$ cat config.mk
export PLATFORM = sky130hd
export DESIGN_NAME = cpu_run_controller_flat
export DESIGN_NICKNAME = d
export VERILOG_FILES = /design/src/rtl/cpu_run_controller_pkg.sv /design/src/rtl/cpu_run_controller_if.sv /design/src/rtl/cpu_run_controller_trace.sv /design/src/rtl/cpu_run_controller.sv /design/src/flat_wrapper.sv
export SDC_FILE = /design/constraint.sdc
export NUM_CORES = 1
export LEC_CHECK = 0
export BUFFER_PORTS_ARGS = -buffer_cell sky130_fd_sc_hd__clkbuf_2
export CAP_MARGIN = 20
export CORE_MARGIN = 2
export CORE_UTILIZATION = 30
export DETAILED_ROUTE_END_ITERATION = 6
export PLACE_DENSITY = 0.51
export SYNTH_ARGS = -nofsm -noshare
export SYNTH_HDL_FRONTEND = slang
export SYNTH_SLANG_ARGS = --single-unit
export TNS_END_PERCENT = 10
$ cat constraint.sdc
create_clock -name clk -period 2.97 [get_ports clk]
set_input_delay 0.1485 -clock clk [delete_from_list [all_inputs] [get_ports clk]]
set_output_delay 0.1485 -clock clk [all_outputs]
set_load 0.05 [all_outputs]
$ cat src/rtl/cpu_run_controller_pkg.sv
// cpu_run_pkg: shared types and default widths for the CPU run controller.
//   run_state_t : controller FSM states (IDLE, HOLD, RUN, DONE, TOUT)
//   DEF_*       : default parameter values used by the controller and its interface
//   cnt_width() : bits needed to hold the values 0..max_val (at least 1)
package cpu_run_pkg;

    typedef enum logic [2:0] {
        S_IDLE = 3'd0,
        S_HOLD = 3'd1,
        S_RUN  = 3'd2,
        S_DONE = 3'd3,
        S_TOUT = 3'd4
    } run_state_t;

    localparam int unsigned DEF_PC_W             = 8;
    localparam int unsigned DEF_CNT_W            = 16;
    localparam int unsigned DEF_RESET_CYCLES     = 4;
    localparam int unsigned DEF_TIMEOUT_CYCLES   = 30;
    localparam int unsigned DEF_SELF_LOOP_CYCLES = 3;
    localparam int unsigned DEF_TRACE_DEPTH      = 8;

    function automatic int unsigned cnt_width(input int unsigned max_val);
        return (max_val < 2) ? 1 : $clog2(max_val + 1);
    endfunction

endpackage

$ cat src/rtl/cpu_run_controller_if.sv
// cpu_run_controller_if: link between the run controller and the core it drives.
//   halt_i    : halt strobe from the core
//   pc_i      : core program counter
//   dut_reset : active-high reset driven into the core
// Modports: master = run controller side, slave = core side.
interface cpu_run_controller_if
    import cpu_run_pkg::*;
#(
    parameter int unsigned PC_W = DEF_PC_W
);

    logic            halt_i;
    logic [PC_W-1:0] pc_i;
    logic            dut_reset;

    modport master (
        input  halt_i,
        input  pc_i,
        output dut_reset
    );

    modport slave (
        output halt_i,
        output pc_i,
        input  dut_reset
    );

endinterface

$ cat src/rtl/cpu_run_controller_trace.sv
// pc_trace_buf: circular PC trace buffer for the run controller.
//   clk, reset : clock and synchronous active-high reset
//   i_clear    : empty the buffer (pointer and count to zero)
//   i_wr_en    : append i_wr_data, overwriting the oldest entry once full
//   i_rd_idx   : 0 = most recent entry
//   o_rd_data  : entry at i_rd_idx, registered (one cycle latency)
//   o_count    : number of valid entries, saturates at DEPTH
module pc_trace_buf
    import cpu_run_pkg::*;
#(
    parameter  int unsigned PC_W  = DEF_PC_W,
    parameter  int unsigned DEPTH = DEF_TRACE_DEPTH,
    localparam int unsigned IDX_W = $clog2(DEPTH)
) (
    input  logic             clk,
    input  logic             reset,
    input  logic             i_clear,
    input  logic             i_wr_en,
    input  logic [PC_W-1:0]  i_wr_data,
    input  logic [IDX_W-1:0] i_rd_idx,
    output logic [PC_W-1:0]  o_rd_data,
    output logic [IDX_W:0]   o_count
);

    localparam logic [IDX_W:0] FULL = (IDX_W + 1)'(DEPTH);

    logic [PC_W-1:0]  r_mem [DEPTH];
    logic [IDX_W-1:0] r_wr_ptr;
    logic [IDX_W:0]   r_count;
    logic [PC_W-1:0]  r_rd_data;
    logic [IDX_W-1:0] w_rd_addr;

    // DEPTH is a power of two, so pointer arithmetic wraps around the ring
    assign w_rd_addr = r_wr_ptr - IDX_W'(1) - i_rd_idx;

    // Storage carries no reset so it can map onto RAM
    always_ff @(posedge clk) begin
        if (i_wr_en) begin
            r_mem[r_wr_ptr] <= i_wr_data;
        end
    end

    always_ff @(posedge clk) begin
        if (reset) begin
            r_wr_ptr  <= '0;
            r_count   <= '0;
            r_rd_data <= '0;
        end else begin
            r_rd_data <= r_mem[w_rd_addr];
            if (i_clear) begin
                r_wr_ptr <= '0;
                r_count  <= '0;
            end else if (i_wr_en) begin
                r_wr_ptr <= r_wr_ptr + IDX_W'(1);
                if (r_count != FULL) begin
                    r_count <= r_count + (IDX_W + 1)'(1);
                end
            end
        end
    end

    assign o_rd_data = r_rd_data;
    assign o_count   = r_count;

endmodule

$ cat src/rtl/cpu_run_controller.sv
// cpu_run_controller: sequences the core's reset, counts RUN cycles, detects
// program end (halt strobe or PC self-loop) and enforces a watchdog timeout.
//   clk, reset  : clock, synchronous active-high reset
//   start       : launch/relaunch request, honoured in IDLE/DONE/TOUT only
//   core        : master side of cpu_run_controller_if (halt_i, pc_i, dut_reset)
//   running     : high in RUN
//   done        : high in DONE (program ended)
//   timeout     : high in TOUT (watchdog expired)
//   cycle_count : RUN cycles executed in current/last run
//   last_pc     : pc_i captured on the last RUN cycle
//   trace_idx   : trace read index, 0 = most recent PC
//   trace_data  : trace entry, valid one cycle after trace_idx
//   trace_count : valid trace entries, saturates at TRACE_DEPTH
// Build option: define CPU_RUN_TRACE_EN to include the PC trace buffer;
// otherwise trace_data and trace_count read as zero.
module cpu_run_controller
    import cpu_run_pkg::*;
#(
    parameter  int unsigned PC_W             = DEF_PC_W,
    parameter  int unsigned CNT_W            = DEF_CNT_W,
    parameter  int unsigned RESET_CYCLES     = DEF_RESET_CYCLES,
    parameter  int unsigned TIMEOUT_CYCLES   = DEF_TIMEOUT_CYCLES,
    parameter  int unsigned SELF_LOOP_CYCLES = DEF_SELF_LOOP_CYCLES,
    parameter  int unsigned TRACE_DEPTH      = DEF_TRACE_DEPTH,
    localparam int unsigned IDX_W            = $clog2(TRACE_DEPTH)
) (
    input  logic                 clk,
    input  logic                 reset,
    input  logic                 start,
    cpu_run_controller_if.master core,
    output logic                 running,
    output logic                 done,
    output logic                 timeout,
    output logic [CNT_W-1:0]     cycle_count,
    output logic [PC_W-1:0]      last_pc,
    input  logic [IDX_W-1:0]     trace_idx,
    output logic [PC_W-1:0]      trace_data,
    output logic [IDX_W:0]       trace_count
);

    localparam int unsigned HOLD_W  = cnt_width(RESET_CYCLES);
    localparam int unsigned STALL_W = cnt_width(SELF_LOOP_CYCLES);

    run_state_t         r_state, w_state_nxt;
    logic [HOLD_W-1:0]  r_hold_cnt;
    logic [STALL_W-1:0] r_stall_cnt, w_stall_nxt;
    logic [CNT_W-1:0]   r_cycle_cnt, w_cycle_inc;
    logic [PC_W-1:0]    r_last_pc;
    logic               r_dut_reset, r_running, r_done, r_timeout;
    logic               w_enter_hold, w_self_loop, w_timeout_hit;

    // RUN-cycle datapath decisions
    always_comb begin
        w_cycle_inc = r_cycle_cnt + CNT_W'(1);
        // The first RUN cycle compares against a stale last_pc, so it never counts
        if ((r_cycle_cnt != '0) && (core.pc_i == r_last_pc)) begin
            w_stall_nxt = r_stall_cnt + STALL_W'(1);
        end else begin
            w_stall_nxt = '0;
        end
        w_self_loop   = (SELF_LOOP_CYCLES != 0) &&
                        (w_stall_nxt == STALL_W'(SELF_LOOP_CYCLES));
        w_timeout_hit = (w_cycle_inc == CNT_W'(TIMEOUT_CYCLES));
    end

    always_comb begin
        w_state_nxt  = r_state;
        w_enter_hold = 1'b0;
        case (r_state)
            S_IDLE, S_DONE, S_TOUT: begin
                if (start) begin
                    w_state_nxt  = S_HOLD;
                    w_enter_hold = 1'b1;
                end
            end
            S_HOLD: begin
                if (r_hold_cnt == HOLD_W'(RESET_CYCLES - 1)) begin
                    w_state_nxt = S_RUN;
                end
            end
            S_RUN: begin
                // A halt wins over a watchdog expiry in the same cycle
                if (core.halt_i || w_self_loop) begin
                    w_state_nxt = S_DONE;
                end else if (w_timeout_hit) begin
                    w_state_nxt = S_TOUT;
                end
            end
            default: w_state_nxt = S_IDLE;
        endcase
    end

    always_ff @(posedge clk) begin
        if (reset) begin
            r_state     <= S_IDLE;
            r_hold_cnt  <= '0;
            r_stall_cnt <= '0;
            r_cycle_cnt <= '0;
            r_last_pc   <= '0;
            r_dut_reset <= 1'b1;
            r_running   <= 1'b0;
            r_done      <= 1'b0;
            r_timeout   <= 1'b0;
        end else begin
            r_state     <= w_state_nxt;
            // Flags are registered from the next state so they track r_state exactly
            r_dut_reset <= (w_state_nxt != S_RUN);
            r_running   <= (w_state_nxt == S_RUN);
            r_done      <= (w_state_nxt == S_DONE);
            r_timeout   <= (w_state_nxt == S_TOUT);
            if (w_enter_hold) begin
                r_hold_cnt  <= '0;
                r_stall_cnt <= '0;
                r_cycle_cnt <= '0;
            end else if (r_state == S_HOLD) begin
                r_hold_cnt <= r_hold_cnt + HOLD_W'(1);
            end
            if (r_state == S_RUN) begin
                r_cycle_cnt <= w_cycle_inc;
                r_stall_cnt <= w_stall_nxt;
                r_last_pc   <= core.pc_i;
            end
        end
    end

    assign core.dut_reset = r_dut_reset;
    assign running        = r_running;
    assign done           = r_done;
    assign timeout        = r_timeout;
    assign cycle_count    = r_cycle_cnt;
    assign last_pc        = r_last_pc;

`ifdef CPU_RUN_TRACE_EN
    logic w_trace_we;
    assign w_trace_we = (r_state == S_RUN);

    pc_trace_buf #(
        .PC_W  (PC_W),
        .DEPTH (TRACE_DEPTH)
    ) u_trace (
        .clk       (clk),
        .reset     (reset),
        .i_clear   (w_enter_hold),
        .i_wr_en   (w_trace_we),
        .i_wr_data (core.pc_i),
        .i_rd_idx  (trace_idx),
        .o_rd_data (trace_data),
        .o_count   (trace_count)
    );
`else
    logic w_unused_trace_idx;
    assign w_unused_trace_idx = ^trace_idx;
    assign trace_data  = '0;
    assign trace_count = '0;
`endif

endmodule

$ cat src/flat_wrapper.sv
// flat-port wrapper written by rule: the top's interface ports become plain ports
module cpu_run_controller_flat import cpu_run_pkg::*;
#(
    parameter  int unsigned PC_W             = DEF_PC_W,
    parameter  int unsigned CNT_W            = DEF_CNT_W,
    parameter  int unsigned RESET_CYCLES     = DEF_RESET_CYCLES,
    parameter  int unsigned TIMEOUT_CYCLES   = DEF_TIMEOUT_CYCLES,
    parameter  int unsigned SELF_LOOP_CYCLES = DEF_SELF_LOOP_CYCLES,
    parameter  int unsigned TRACE_DEPTH      = DEF_TRACE_DEPTH,
    localparam int unsigned IDX_W            = $clog2(TRACE_DEPTH)
)
  (clk, reset, start, running, done, timeout, cycle_count, last_pc, trace_idx, trace_data, trace_count, core_halt_i, core_pc_i, core_dut_reset);
  cpu_run_controller_if #(.PC_W(PC_W)) core_i ();
  input  logic clk;
  input  logic reset;
  input  logic start;
  output logic running;
  output logic done;
  output logic timeout;
  output logic [CNT_W-1:0] cycle_count;
  output logic [PC_W-1:0] last_pc;
  input  logic [IDX_W-1:0] trace_idx;
  output logic [PC_W-1:0] trace_data;
  output logic [IDX_W:0] trace_count;
  input wire logic [$bits(core_i.halt_i)-1:0] core_halt_i;
  input wire logic [$bits(core_i.pc_i)-1:0] core_pc_i;
  output wire logic [$bits(core_i.dut_reset)-1:0] core_dut_reset;
  assign core_i.halt_i = core_halt_i;
  assign core_i.pc_i = core_pc_i;
  assign core_dut_reset = core_i.dut_reset;
  cpu_run_controller #(.PC_W(PC_W), .CNT_W(CNT_W), .RESET_CYCLES(RESET_CYCLES), .TIMEOUT_CYCLES(TIMEOUT_CYCLES), .SELF_LOOP_CYCLES(SELF_LOOP_CYCLES), .TRACE_DEPTH(TRACE_DEPTH)) u_core (.clk(clk), .reset(reset), .start(start), .core(core_i), .running(running), .done(done), .timeout(timeout), .cycle_count(cycle_count), .last_pc(last_pc), .trace_idx(trace_idx), .trace_data(trace_data), .trace_count(trace_count));
endmodule
After elaboration in Yosys (flattened, before gate mapping)
Cells that the tools add are included.
- output and inout bits: 40
- logic and storage cells: 43
- register bits after elaboration: 36
- input bits: 15
- reductions and logical operators: 7
- eq/ne operators: 12
- $add $sub $neg: 3
- mux-type cells: 12
- operator list (operator ; number):
    two-way mux 16 bit ; 2
    adder 16 x 1 -> 16 bit, second input constant ; 1
    == test 16 x 5 -> 1 bit, second input constant ; 1
    nonzero test 16 bit ; 1
    == test 3 x 2 -> 1 bit, second input constant ; 5
    two-way mux 3 bit ; 4
    one-hot mux 3 bit (3 select lines) ; 1
    == test 8 bit ; 1
    == test 3 bit, second input constant ; 2
    two-way mux 2 bit ; 3
    adder 3 x 1 -> 3 bit, second input constant ; 1
    == test 3 x 1 -> 1 bit, second input constant ; 1
    zero test 3 bit ; 1
    inequality test 3 x 2 -> 1 bit, second input constant ; 1
    OR reduction 3 bit ; 1
    adder 2 x 1 -> 2 bit, second input constant ; 1
    == test 2 bit, second input constant ; 1
    two-way mux 1 bit ; 2
    nonzero test 2 bit ; 1
    OR reduction 2 bit ; 1
    logical AND 1 bit ; 1
    logical OR 1 bit ; 1

Longest topological paths before layout
- word-level depth: 8
- mapped depth: 8
- mapped depth without buffers: 8

Least setup slack after synthesis
OpenSTA, ideal clock, no wires.
- kind: register -> register
- from: register u_core.r_cycle_cnt[0] (netlist: u_core.cycle_count[0])
- to: register u_core.r_state[2]
- data arrival time: 2714 ps
- data required time: 2875 ps
- stages on the path, launching flop included: 8
- library setup time: 95 ps
- setup slack: 160 ps
- buffers on the path: 0
- period minus slack after synthesis: 2810 ps
- path through: dfxtp_1 -> ha_1 -> nand3_1 -> or4_4 -> a211oi_2 -> o2111ai_1 -> or4_4 -> a221oi_1
- longest elaborated chain between the ends: 7
- elaborated cells between the ends (all ways): 10
- those cells by class: add/sub (1); eq/ne (2); mux (4); reduce/logical (3)
- RTL lines (item ; line ; RTL):
    start: declaration ; cpu_run_controller.sv:47 ; logic [CNT_W-1:0] r_cycle_cnt, w_cycle_inc;
    start signal: assignment ; cpu_run_controller.sv:119 ; r_cycle_cnt <= w_cycle_inc;
    parallel branches: the longest is 5 deep, another holds adder 16 x 1 -> 16 bit ; - ;
    two-way mux 3 bit (*) ; cpu_run_controller.sv:83 ; if (core.halt_i || w_self_loop) begin
    one-hot mux 3 bit (3 select lines) (*) ; cpu_run_controller.sv:69 ; case (r_state)
    end signal: assignment ; cpu_run_controller.sv:105 ; r_state <= w_state_nxt;
    end: declaration ; cpu_run_controller.sv:44 ; run_state_t r_state, w_state_nxt;
Mark *: on every way between the ends.
A chain may end at the register's enable or synchronous reset.

Worst setup path in the final report
- from: register u_core.r_cycle_cnt[1] (netlist: u_core.cycle_count[1])
- to: register u_core.r_timeout (netlist: u_core.timeout)
- longest elaborated chain between the ends: 8
- elaborated cells between the ends (all ways): 11
- those cells by class: add/sub (1); eq/ne (3); mux (4); reduce/logical (3)
- RTL lines (item ; line ; RTL):
    parallel branches: the longest is 5 deep, another holds adder 16 x 1 -> 16 bit ; - ;
    two-way mux 3 bit (*) ; cpu_run_controller.sv:83 ;
    one-hot mux 3 bit (3 select lines) (*) ; cpu_run_controller.sv:69 ;
    == test 3 bit (*) ; cpu_run_controller.sv:110 ; r_timeout <= (w_state_nxt == S_TOUT);
    end signal: assignment ; cpu_run_controller.sv:110 ;
    end: declaration ; cpu_run_controller.sv:49 ; logic r_dut_reset, r_running, r_done, r_timeout;
Marked as above.

==> metrics.txt <==
Yosys warnings=0; DRT Pass-1 Iters=4; Clock Latency Late Sink=roughly 0.28 ns; Layout area overhead=15.6%; Hold WC Path Type=in -> reg; largest area contributor in the netlist=dfxtp_1; final WL=between 5000 and 6000 um; total global-route track usage=0.139; maximum vdd ir drop=approximately 170 uV; root buffer cell=clkbuf_8; Mapped Cells=275; CP endpoint kind=register; Critical Path RT=3.16 ns; first-pass GRT wire length=around 8600 um; Via density=roughly 4.8; starting density of the core=0.313; Core Rows=30; crit share post-route=0.884; core area=approximately 7000 um^2; post-cts sizing count=0; filler instances=744; final hold violation count=0; Syn Area/Cell=7.78 um^2; TritonCTS clock tree=yes; pin count of the biggest net entering global routing=33; routability congestion estimate=0.788; top cells by area, synth=dfxtp_1 (34%), a21oi_1 (7.0%), nor2_1 (5.4%), nand2_1 (4.9%), xor2_1 (4.9%); Longest Clk Path Bufs=2; layout net count=332; Tightest Pin Transition=between 0.6 and 0.7 ns; final setup violation count=0; hold_ws=0.104 ns; post-synthesis sequential area ratio=0.337; Placed Cells incl. Taps=401; CP Class=reg -> reg; total power=934 uW; most frequent cells after synthesis=dfxtp_1 (36), nor2_1 (31), a21oi_1 (30); type of origin of the critical path=register; antenna viol nets, final=0; Final HPWL DP=3700 um; layout cell share with drive strength beyond 1=0.204; antenna diode count=0; ys flop type=dfxtp_1; CTS HTree Levels=2; clock sinks=36; Slew Limit Headroom=0.555; post-CTS setup buffers=0; RSZ-0062 raised after global routing=no; minimum clock period after layout=2.63 ns; Synth cell types=47; die width=88.5 um; outcome=finished, final reports clean; grt ovf=0; Yosys top cell area share=0.337; die height=88.5 um; Async SR Flop Fraction=0; # DRC=0; vias in the first global route=1689; most frequent cell after synthesis=dfxtp_1; TNS Setup=0 ns; full die area=7820 um^2; max-cap viol count=0; port bufs=39; P per Cell Area=approximately 380 nW/um^2; Post-synth EDFFs=0; WP data arrival=2.81 ns; # IOs=55; Lkg Pwr=slightly above 0.001 uW; CP Max Fanout=6; antenna violations before repair=0; worst clock skew=~0.0044 ns; flops & latches, synth=36; Slew Viols, Final=0; Hold Buf Count CTS=0; clock slew seen by the registers of the worst setup and hold paths=around 0.07 ns; TritonCTS buffer count=5; Vias=1958; highest clock rate=381 MHz; DR WL/cell=12.5 um; Synth Cell Area=2140 um^2; Initial DRC Count=~90; final std cells w/o fill=409
[worst paths after layout]
kind | to | from | slack [ns] | cells past startpoint
worst max-delay path | u_core.timeout$_SDFF_PP0_ | u_core.cycle_count[1]$_SDFFE_PP0P_ | 0.34 | 7
worst min-delay path | u_core.last_pc[3]$_SDFFE_PP0N_ | core_pc_i[3] | 0.10 | 3
worst max register to register | u_core.timeout$_SDFF_PP0_ | u_core.cycle_count[1]$_SDFFE_PP0P_ | 0.34 | 7
worst min register to register | u_core.last_pc[1]$_SDFFE_PP0N_ | u_core.last_pc[1]$_SDFFE_PP0N_ | 0.48 | 2
[state kept, by name, summed over array words and instances, names as in the netlist]
register / cells
u_core.core.dut_reset: 1
u_core.cycle_count: 16
u_core.done: 1
u_core.last_pc: 8
u_core.r_hold_cnt: 3
u_core.r_stall_cnt: 2
u_core.r_state: 3
u_core.running: 1
u_core.timeout: 1
[power by group]
group	switching, uW	internal (uW)	leakage (uW)
Combinational	63.6	18.5	0.000678
Clock	177	185	0.0000510
Sequential	3.85	486	0.000290
Total	245	689	0.00102
[cell usage in the layout, fill, tap and decap left out, types with 6 or more instances in the layout]
master,instances
clkbuf_2,39
dfxtp_1,36
nor2_1,31
a21oi_1,30
nand2_1,28
o21ai_0,16
xor2_1,12
conb_1,12
inv_1,7
nand3b_1,7
buf_4,7
nor4_1,6
clkbuf_8,6
[cell type report]
| class | count | area (um^2) | area share |
|---|---|---|---|
| Multi-Input combinational cell | 216 | 1260 | 0.512 |
| Sequential cell | 36 | 721 | 0.291 |
| Timing Repair Buffer | 46 | 248 | 0.100 |
| Tap cell | 96 | 120 | 0.0486 |
| Clock buffer | 6 | 82.6 | 0.0334 |
| Inverter | 7 | 26.3 | 0.0106 |
| Clock inverter | 2 | 10.0 | 0.00405 |
[cell families after synthesis]
group           share of synthesized area
compound gates                      0.175
xor+xnor                           0.0696
fa+ha+maj                          0.0292
buf+inv                            0.0912
flops                               0.337
mux                               0.00468
other cells                       0.00175
simple gates                        0.292
[worst max-delay path, stage by stage, from the launching register on]
cell       delay, ns
dfxtp_1         0.42
ha_1            0.30
nand3_1         0.15
or4_4           0.51
a211oi_2        0.19
o2111ai_1       0.15
or4_4           0.53
a221oi_1        0.28
[metrics by stage]
stage | util | area [um^2] | worst slack (ns)
3_3_place_gp | 0.348 | 2380 | 0.372
5_1_grt | 0.362 | 2470 | 0.0975
2_1_floorplan | - | 2180 | 0.160
6_report | 0.362 | 2470 | 0.343
4_1_cts | 0.362 | 2470 | 0.322
3_5_place_dp | 0.348 | 2380 | 0.340
[layer usage]
layer / track usage / vias to the layer above / routed length, um
met3: 0.0308 / 2 / 175
met4: 0.0413 / 0 / 34
met2: 0.206 / 36 / 2300
li1: - / 1020 / -
met1: 0.203 / 900 / 2600
met5: 0 / - / 0
Note: power is estimated with default switching activity, not from simulation.
